**src/rtl/multicycle_controller.sv**
```systemverilog
// Sequencing FSM for the multicycle RV32I core: drives datapath selects/enables and counts retired instructions.
// Optional build macro MC_ILLEGAL_TRAP_EN: unknown opcodes and branch funct3 010/011 trap instead of retiring as NOPs.
module multicycle_controller #(
    parameter int CNT_W = 32
) (
    input  logic             clk,
    input  logic             rst_n,
    input  logic [6:0]       op,
    input  logic [2:0]       funct3,
    input  logic             zero,
    input  logic             lt,
    input  logic             ltu,
    input  logic             mem_ready,
    output logic             mem_req,
    output logic             mem_write,
    output logic             adr_src,
    output logic             ir_write,
    output logic             pc_write,
    output logic             reg_write,
    output logic [1:0]       alu_src_a,
    output logic [1:0]       alu_src_b,
    output logic [1:0]       alu_op,
    output logic [2:0]       imm_src,
    output logic [1:0]       result_src,
    output logic             illegal,
    output logic [CNT_W-1:0] instret
);

    // state    | meaning
    // FETCH    | read instruction at PC, PC <= PC+4 on mem_ready
    // DECODE   | branch target into ALUOut, dispatch on opcode
    // MEMADR   | rs1 + imm address for load/store
    // MEMREAD  | data read, wait for mem_ready
    // MEMWB    | write read data to rd
    // MEMWRITE | data write, wait for mem_ready
    // EXEC_R   | rs1 op rs2
    // EXEC_I   | rs1 op imm
    // LUI      | 0 + U-imm
    // AUIPC    | OldPC + U-imm
    // ALUWB    | write ALUOut to rd
    // BRANCH   | compare, load PC with target when taken
    // JAL      | PC <= target, ALU forms OldPC+4 link value
    // JALR_ADR | rs1 + imm into ALUOut
    // JALR_JMP | PC <= ALUOut, ALU forms OldPC+4 link value
    // TRAP     | illegal instruction, frozen until reset
    typedef enum logic [3:0] {
        S_FETCH, S_DECODE, S_MEMADR, S_MEMREAD, S_MEMWB, S_MEMWRITE,
        S_EXEC_R, S_EXEC_I, S_LUI, S_AUIPC, S_ALUWB, S_BRANCH,
        S_JAL, S_JALR_ADR, S_JALR_JMP, S_TRAP
    } state_t;

    localparam logic [6:0] OP_LOAD   = 7'b0000011;
    localparam logic [6:0] OP_STORE  = 7'b0100011;
    localparam logic [6:0] OP_R      = 7'b0110011;
    localparam logic [6:0] OP_I      = 7'b0010011;
    localparam logic [6:0] OP_BRANCH = 7'b1100011;
    localparam logic [6:0] OP_JAL    = 7'b1101111;
    localparam logic [6:0] OP_JALR   = 7'b1100111;
    localparam logic [6:0] OP_LUI    = 7'b0110111;
    localparam logic [6:0] OP_AUIPC  = 7'b0010111;

    state_t           r_state;
    state_t           w_next;
    logic [CNT_W-1:0] r_instret;
    logic             w_taken;
    logic             w_retire;

    always_comb begin
        case (funct3)
            3'b000:  w_taken = zero;
            3'b001:  w_taken = ~zero;
            3'b100:  w_taken = lt;
            3'b101:  w_taken = ~lt;
            3'b110:  w_taken = ltu;
            3'b111:  w_taken = ~ltu;
            default: w_taken = 1'b0;
        endcase
    end

    always_comb begin
        w_next = r_state;
        case (r_state)
            S_FETCH:    if (mem_ready) w_next = S_DECODE;
            S_DECODE: begin
                case (op)
                    OP_LOAD, OP_STORE: w_next = S_MEMADR;
                    OP_R:              w_next = S_EXEC_R;
                    OP_I:              w_next = S_EXEC_I;
`ifdef MC_ILLEGAL_TRAP_EN
                    OP_BRANCH:         w_next = (funct3[2:1] == 2'b01) ? S_TRAP : S_BRANCH;
`else
                    OP_BRANCH:         w_next = S_BRANCH;
`endif
                    OP_JAL:            w_next = S_JAL;
                    OP_JALR:           w_next = S_JALR_ADR;
                    OP_LUI:            w_next = S_LUI;
                    OP_AUIPC:          w_next = S_AUIPC;
`ifdef MC_ILLEGAL_TRAP_EN
                    default:           w_next = S_TRAP;
`else
                    default:           w_next = S_FETCH;
`endif
                endcase
            end
            S_MEMADR:   w_next = (op == OP_STORE) ? S_MEMWRITE : S_MEMREAD;
            S_MEMREAD:  if (mem_ready) w_next = S_MEMWB;
            S_MEMWB:    w_next = S_FETCH;
            S_MEMWRITE: if (mem_ready) w_next = S_FETCH;
            S_EXEC_R, S_EXEC_I, S_LUI, S_AUIPC, S_JAL, S_JALR_JMP:
                        w_next = S_ALUWB;
            S_ALUWB:    w_next = S_FETCH;
            S_BRANCH:   w_next = S_FETCH;
            S_JALR_ADR: w_next = S_JALR_JMP;
            default:    w_next = S_TRAP;
        endcase
    end

    assign w_retire = (w_next == S_FETCH) && (r_state != S_FETCH) && (r_state != S_TRAP);

    always_ff @(posedge clk or negedge rst_n) begin
        if (!rst_n) begin
            r_state   <= S_FETCH;
            r_instret <= '0;
        end else begin
            r_state <= w_next;
            if (w_retire) r_instret <= r_instret + 1'b1;
        end
    end

`ifdef MC_ILLEGAL_TRAP_EN
    logic r_illegal;
    always_ff @(posedge clk or negedge rst_n) begin
        if (!rst_n)                r_illegal <= 1'b0;
        else if (w_next == S_TRAP) r_illegal <= 1'b1;
    end
    assign illegal = r_illegal;
`else
    assign illegal = 1'b0;
`endif

    assign instret = r_instret;

    // Datapath controls decode from the state register; FETCH enables are also held off while in reset.
    always_comb begin
        mem_req    = 1'b0;
        mem_write  = 1'b0;
        adr_src    = 1'b0;
        ir_write   = 1'b0;
        pc_write   = 1'b0;
        reg_write  = 1'b0;
        alu_src_a  = 2'b00;
        alu_src_b  = 2'b00;
        alu_op     = 2'b00;
        imm_src    = 3'b000;
        result_src = 2'b00;
        case (r_state)
            S_FETCH: begin
                mem_req    = 1'b1;
                alu_src_b  = 2'b10;
                result_src = 2'b10;
                ir_write   = mem_ready & rst_n;
                pc_write   = mem_ready & rst_n;
            end
            S_DECODE: begin
                alu_src_a = 2'b01;
                alu_src_b = 2'b01;
                imm_src   = 3'b010;
            end
            S_MEMADR: begin
                alu_src_a = 2'b10;
                alu_src_b = 2'b01;
                imm_src   = (op == OP_STORE) ? 3'b001 : 3'b000;
            end
            S_MEMREAD: begin
                mem_req = 1'b1;
                adr_src = 1'b1;
            end
            S_MEMWB: begin
                result_src = 2'b01;
                reg_write  = 1'b1;
            end
            S_MEMWRITE: begin
                mem_req   = 1'b1;
                mem_write = 1'b1;
                adr_src   = 1'b1;
            end
            S_EXEC_R: begin
                alu_src_a = 2'b10;
                alu_op    = 2'b10;
            end
            S_EXEC_I: begin
                alu_src_a = 2'b10;
                alu_src_b = 2'b01;
                alu_op    = 2'b10;
            end
            S_LUI: begin
                alu_src_a = 2'b11;
                alu_src_b = 2'b01;
                imm_src   = 3'b100;
            end
            S_AUIPC: begin
                alu_src_a = 2'b01;
                alu_src_b = 2'b01;
                imm_src   = 3'b100;
            end
            S_ALUWB:    reg_write = 1'b1;
            S_BRANCH: begin
                alu_src_a = 2'b10;
                alu_op    = 2'b01;
                pc_write  = w_taken;
            end
            S_JAL, S_JALR_JMP: begin
                alu_src_a = 2'b01;
                alu_src_b = 2'b10;
                pc_write  = 1'b1;
            end
            S_JALR_ADR: begin
                alu_src_a = 2'b10;
                alu_src_b = 2'b01;
            end
            default: ;
        endcase
    end

endmodule

```
**config.mk**
```make
export PLATFORM = sky130hd
export DESIGN_NAME = multicycle_controller
export DESIGN_NICKNAME = d
export VERILOG_FILES = /design/src/rtl/multicycle_controller.sv
export SDC_FILE = /design/constraint.sdc
export NUM_CORES = 1
export LEC_CHECK = 0
export ABC_AREA = 1
export ABC_CLOCK_PERIOD_IN_PS = 3640
export CAP_MARGIN = 20
export CORE_MARGIN = 1.5
export CORE_UTILIZATION = 25
export CTS_CLUSTER_SIZE = 25
export DETAILED_ROUTE_END_ITERATION = 10
export GPL_TIMING_DRIVEN = 1
export PLACE_DENSITY = 0.43
export SYNTH_ARGS = -nofsm -noshare
export SYNTH_HDL_FRONTEND = slang
export SYNTH_SLANG_ARGS = --single-unit
```
**constraint.sdc**
```tcl
create_clock -name clk -period 3.64 [get_ports clk]
set_clock_uncertainty 0.05 [all_clocks]
set_input_delay 0.546 -clock clk [delete_from_list [all_inputs] [get_ports clk]]
set_output_delay 0.546 -clock clk [all_outputs]
set_load 0.03 [all_outputs]
```
After elaboration in Yosys (flattened, before gate mapping)
Cells that the tools add are included.

Logic and storage cells: 74. Output and inout bits: 50. Register bits: 36. Bits of input ports: 16.

Bitwise logic cells: 4. $add $sub $neg: 1. Mux-type cells: 19. Equality and inequality tests: 29. Reduce and logical (&&, ||, !) cells: 19.

Operator list (count): $pmux W4 S8 (2); $add A32 B1 Y32 const B (1); $eq A4 B4 Y1 const B (7); $eq A7 B6 Y1 const B (3); $eq A7 B7 Y1 const B (3); $eq A4 B3 Y1 const B (4); $eq A7 B5 Y1 const B (2); $eq A3 B3 Y1 const B (4); $mux W4 (3); $pmux W2 S2 (3); $reduce_or A2 Y1 (6); $reduce_or A6 Y1 (2); $pmux W3 S3 (1); $reduce_or A3 Y1 (3); $eq A4 B2 Y1 const B (2); $logic_not A4 Y1 (2); $eq A7 B2 Y1 const B (1); $mux W1 (6); $pmux W1 S6 (1); $pmux W2 S3 (1); $reduce_or A5 Y1 (1); $eq A4 B1 Y1 const B (1); $ne A4 B4 Y1 const B (1); $reduce_bool A4 Y1 (1); other kinds (8) (11).

Depth between registers and ports, before layout
Word-level depth: 7. Gate-level depth with buffers: 12. Depth with buffers taken out: 11.

Worst setup path after synthesis
OpenSTA, ideal clock, no wires.

Path kind: register to output. Start point: register r_state[3]. End point: output pc_write. Stages on the path, launching flop included: 6. Path slack: 1467 ps. Required time: 3044 ps. Path buffers: 0. Data arrival time: 1577 ps. Cell sequence: dfrtp_1 > nor2_1 > nand2_1 > nor2_1 > inv_1 > o21ai_0.

Word-level cells in the longest chain between the ends: 3. Elaborated cells on any way between the ends: 6. Those cells by class: 3 x eq/ne; 1 x mux; 2 x reduce/logical.

RTL lines: from (decl) (RTL line 62) `state_t r_state;`; from (signal assigned) (RTL line 125) `r_state <= w_next;`; $eq A4 B4 Y1 (RTL line 156) `case (r_state)`; $reduce_or A2 Y1 (RTL line 156); $pmux W1 S3 * (RTL line 156); to (decl) (RTL line 18) `output logic pc_write,`.

Every way passes the cells marked *; elsewhere a longest branch is shown, timed or not.

Final worst setup path
Start point: input ltu. End point: output pc_write.

Word-level cells in the longest chain between the ends: 3.

RTL lines: from (decl) (RTL line 12) `input logic ltu,`; $not A1 Y1 (RTL line 75) `3'b111: w_taken = ~ltu;`; $pmux W1 S6 * (RTL line 69) `case (funct3)`; $pmux W1 S3 * (RTL line 156).

Marked as above.

==> run summary <==
The run finished with clean final reports. STA classifies the critical path endpoint as a primary output. The type of the most critical hold path is primary input to async pin. The number of fillers in the final layout is 1,211. Type of the worst setup path: primary input to primary output. Family with the most delay on the worst path: buffers and inverters. The ratio of total power to cell area is 598.4 nW/um2, and the area of the die is 11,930 um2.

Starting density of the core: 0.2580. After clock tree synthesis, the clock-pin slew on the worst setup and hold paths is 60 ps. Share of the synthesized area in the top cell type: 0.3193.

The peak supply drop was 0.3287 mV. The first-iteration detailed-routing DRC count came out at 101. The critical path goes through clkdlybuf4s50_1, inv_1, nand2_1, o21ai_0, nand2_1, nand2_1, o21ai_0, a21oi_1, o21ai_0, clkdlybuf4s50_1. The upper clock frequency limit was 336.8 MHz. Of all nets on the critical path, the largest fanout is 2. Counting every net in the synthesized netlist gives 469.

For the maximum root-to-sink buffer count, the log shows 2. The number of levels the H-tree was split into is 2. The run gives 2,883 as the number of global-route vias before repair. The completed layout was analyzed and its total power is 2.220 mW. The largest net degree at the start of global routing was 37. A synthesized cell averages 6.242 um2. After clock tree synthesis, the flow added hold-fix buffers numbering 0. For this design, the slowest cell found on the critical path is sky130_fd_sc_hd__clkdlybuf4s50_1. Yosys printed 0 warnings. For the overall routed net length, the log shows 8312 um. For the synthesized netlist cell count, the log shows 452. The max-slew violation total from the final report is 0. Measured along the y axis, the die boundary spans 109.2 um. The first global-routing pass estimated 14,200 um of wire.

Summed over all layers, the global routing overflow is 0. The post-synthesis cell type with the largest combined area was sky130_fd_sc_hd__dfrtp_1. The initial antenna violation count came out at 0. The critical path contains buffers and inverters numbering 3 combined. The share of the yosys chip area belonging to registers is 0.3193. Setup violations remaining at the end of the flow were counted as 0. Once detail routing completed, the nets flagged for antenna violations numbered 0.

The detailed router placed 2,917 vias in this run. In the routed design, unresolved DRC markers number 0. For this run, the slowest stage of the critical path takes 690 ps. The global router's overall resource usage was 0.1531; the number of detailed-route iterations in the first pass was 4. By area the synthesized netlist is led by sky130_fd_sc_hd__dfrtp_1 32%, sky130_fd_sc_hd__nand2_1 26%, sky130_fd_sc_hd__nor2_1 8.9%, sky130_fd_sc_hd__nand3_1 8.3%, sky130_fd_sc_hd__inv_1 4.4%.

STA classifies the critical path startpoint as a primary input. The worst setup path startpoint was ltu. The final period utilization was 0.8157. The run gives 1.765 nW as the leakage power summed over all cells.

In this run the horizontal extent of the chip is 109.2 um. Once routing completed, OpenROAD measured the worst setup slack at 671.0 ps. In this run the critical register-to-register path is launched from r_state[0]. The tools report the clock root buffer as sky130_fd_sc_hd__clkbuf_16. The placer congestion estimate is 0.8287.

The fraction of final layout cells with drive strength greater than 1 is 0.06783, and the setup TNS after final layout is 0 ps. The number of gates resized after CTS was 0. The total number of nets in the final design is 532, and the number of failing hold endpoints at the final stage is 0. The clock sink count was 36. The area growth from synthesis to layout is 31.49%.

The later pin in the worst-skew pair is clocked with a latency of 280 ps. The number of placement rows was 38; the boundary pin count was 66. TritonCTS built the clock tree.

Before CTS, the worst setup slack after placement is 668.6 ps. The logs give 6426 um for the detailed placement HPWL and 5 for the TritonCTS buffer count. The average wire per cell in the routed design was 12.67 um; the count of cell types in the netlist was 28.

Buffers placed on the I/O ports in this run total 64. For the data arrival at the endpoint of the critical path, the log shows 2370 ps. After clock tree synthesis, the setup repair step added 0 buffers. Minimum clock period: 2969 ps.

Setup repair after global routing left no endpoint under its margin. The max capacitance violation total is 0. The cell area that synthesis handed to floorplanning was 2821 um2. The tools report the worst path required time as 3040 ps. In the routed layout, each cell is associated on average with a via count of 4.447.

Counting flops and latches in the post-synthesis netlist gives 36. Placeable core region: 10,940 um2. The number of antenna diodes in the final layout is 0.
## worst register-to-register path, cell delays in order (launching register included)
cell and delay, ps:
sky130_fd_sc_hd__dfrtp_1 460, sky130_fd_sc_hd__nand2_1 140, sky130_fd_sc_hd__inv_1 90, sky130_fd_sc_hd__nand3_1 70
sky130_fd_sc_hd__nand3_1 130, sky130_fd_sc_hd__nor2_4 140, sky130_fd_sc_hd__nand2_4 80, sky130_fd_sc_hd__nor2_8 400
sky130_fd_sc_hd__nand2_4 340, sky130_fd_sc_hd__nand2_1 150, sky130_fd_sc_hd__nand2_1 60
## path summary, 6_finish.rpt
kind                               end  slack [ps]  cells after the start
min reg2reg                instret[31]         470                      2
max reg2reg                instret[12]        1430                     10
min in group clk           instret[31]         470                      2
max                           pc_write         670                     10
max in group asynchronous   r_state[1]        2930                      2
min                         instret[4]         280                      2
## cell type report
class | instances | area, um2 | area share
clock inverters | 2 | 10.01 | 0.002698
inverters | 39 | 146.4 | 0.03946
clock buffers | 6 | 138.9 | 0.03744
multi-input cells | 367 | 1688 | 0.4550
flip-flops and latches | 36 | 900.9 | 0.2428
repair buffers | 66 | 650.6 | 0.1754
well taps | 140 | 175.2 | 0.04722
## power by group
group / switching (mW) / total (mW) / internal (mW) / leakage (nW)
clock: 0.170 / 0.440 / 0.270 / 0.0766
combinational: 0.880 / 1.26 / 0.384 / 1.19
sequential: 0.0715 / 0.517 / 0.445 / 0.494
total: 1.12 / 2.22 / 1.10 / 1.76
## per-layer routing
layer	vias to the layer above	GRT usage	routed length [um]	part of all wire
met5	-	0	0	0
met4	0	0.04082	89	0.011
met3	8	0.02510	385	0.046
met2	64	0.2625	3964	0.48
met1	1317	0.1985	3872	0.47
li1	1528	-	-	-
## synthesized netlist by cell type
master and number:
sky130_fd_sc_hd__nand2_1 193, sky130_fd_sc_hd__nor2_1 67, sky130_fd_sc_hd__nand4_1 1, sky130_fd_sc_hd__ha_1 1, sky130_fd_sc_hd__nor2_4 4, sky130_fd_sc_hd__or2_2 1, sky130_fd_sc_hd__o2111ai_1 1, sky130_fd_sc_hd__inv_1 33
sky130_fd_sc_hd__nor2_2 4, sky130_fd_sc_hd__nand3_2 1, sky130_fd_sc_hd__o21ai_0 5, sky130_fd_sc_hd__buf_6 3, sky130_fd_sc_hd__buf_4 6, sky130_fd_sc_hd__nand2_4 2, sky130_fd_sc_hd__dfrtp_1 36, sky130_fd_sc_hd__nand2_2 4
sky130_fd_sc_hd__clkbuf_4 1, sky130_fd_sc_hd__conb_1 1, sky130_fd_sc_hd__nand3_1 47, sky130_fd_sc_hd__nand3b_1 14, sky130_fd_sc_hd__xor2_1 11, sky130_fd_sc_hd__nor2_8 1, sky130_fd_sc_hd__a21oi_1 2, sky130_fd_sc_hd__xnor2_1 4
sky130_fd_sc_hd__o21ai_1 1, sky130_fd_sc_hd__o22ai_1 1, sky130_fd_sc_hd__inv_2 6, sky130_fd_sc_hd__a21oi_2 1
## cell usage in the layout (no fill, tap or decap), types with 2 or more instances in the layout
cell type	n
sky130_fd_sc_hd__inv_1	33
sky130_fd_sc_hd__clkbuf_16	5
sky130_fd_sc_hd__nand3_1	47
sky130_fd_sc_hd__o21ai_0	5
sky130_fd_sc_hd__inv_2	6
sky130_fd_sc_hd__nand2_2	4
sky130_fd_sc_hd__nand2_4	2
sky130_fd_sc_hd__dfrtp_1	36
sky130_fd_sc_hd__nand3b_1	14
sky130_fd_sc_hd__xnor2_1	4
sky130_fd_sc_hd__xor2_1	11
sky130_fd_sc_hd__clkinv_2	2
sky130_fd_sc_hd__nand2_1	193
sky130_fd_sc_hd__buf_4	2
sky130_fd_sc_hd__nor2_2	4
sky130_fd_sc_hd__clkdlybuf4s50_1	63
sky130_fd_sc_hd__nor2_1	67
sky130_fd_sc_hd__a21oi_1	2
sky130_fd_sc_hd__nor2_4	4
## sequential cells by signal, indices dropped and copies added (netlist names)
register  cells
r_state       4
instret      32
## stage by stage
stage	util	hold WS, ps	area (um2)	std cells
after CTS	0.3392	294.6	3710	656
after floorplan	-	200.4	2821	452
after global routing	0.3392	319.3	3710	656
after detailed placement	0.3256	472.3	3561	648
after global placement	0.3256	462.2	3561	648
final	0.3392	276.4	3710	656
## cell families after synthesis
family,Yosys count,share of synthesized area
adders and majority gates,1,0.004434
DFF,36,0.3193
other,1,0.001329
xor gates and xnor gates,15,0.04656
and+or+nand+nor,339,0.5233
AOI/OAI and AO/OA,11,0.02262
buffers and inverters,49,0.08248
(Power assumes the default switching activity.)
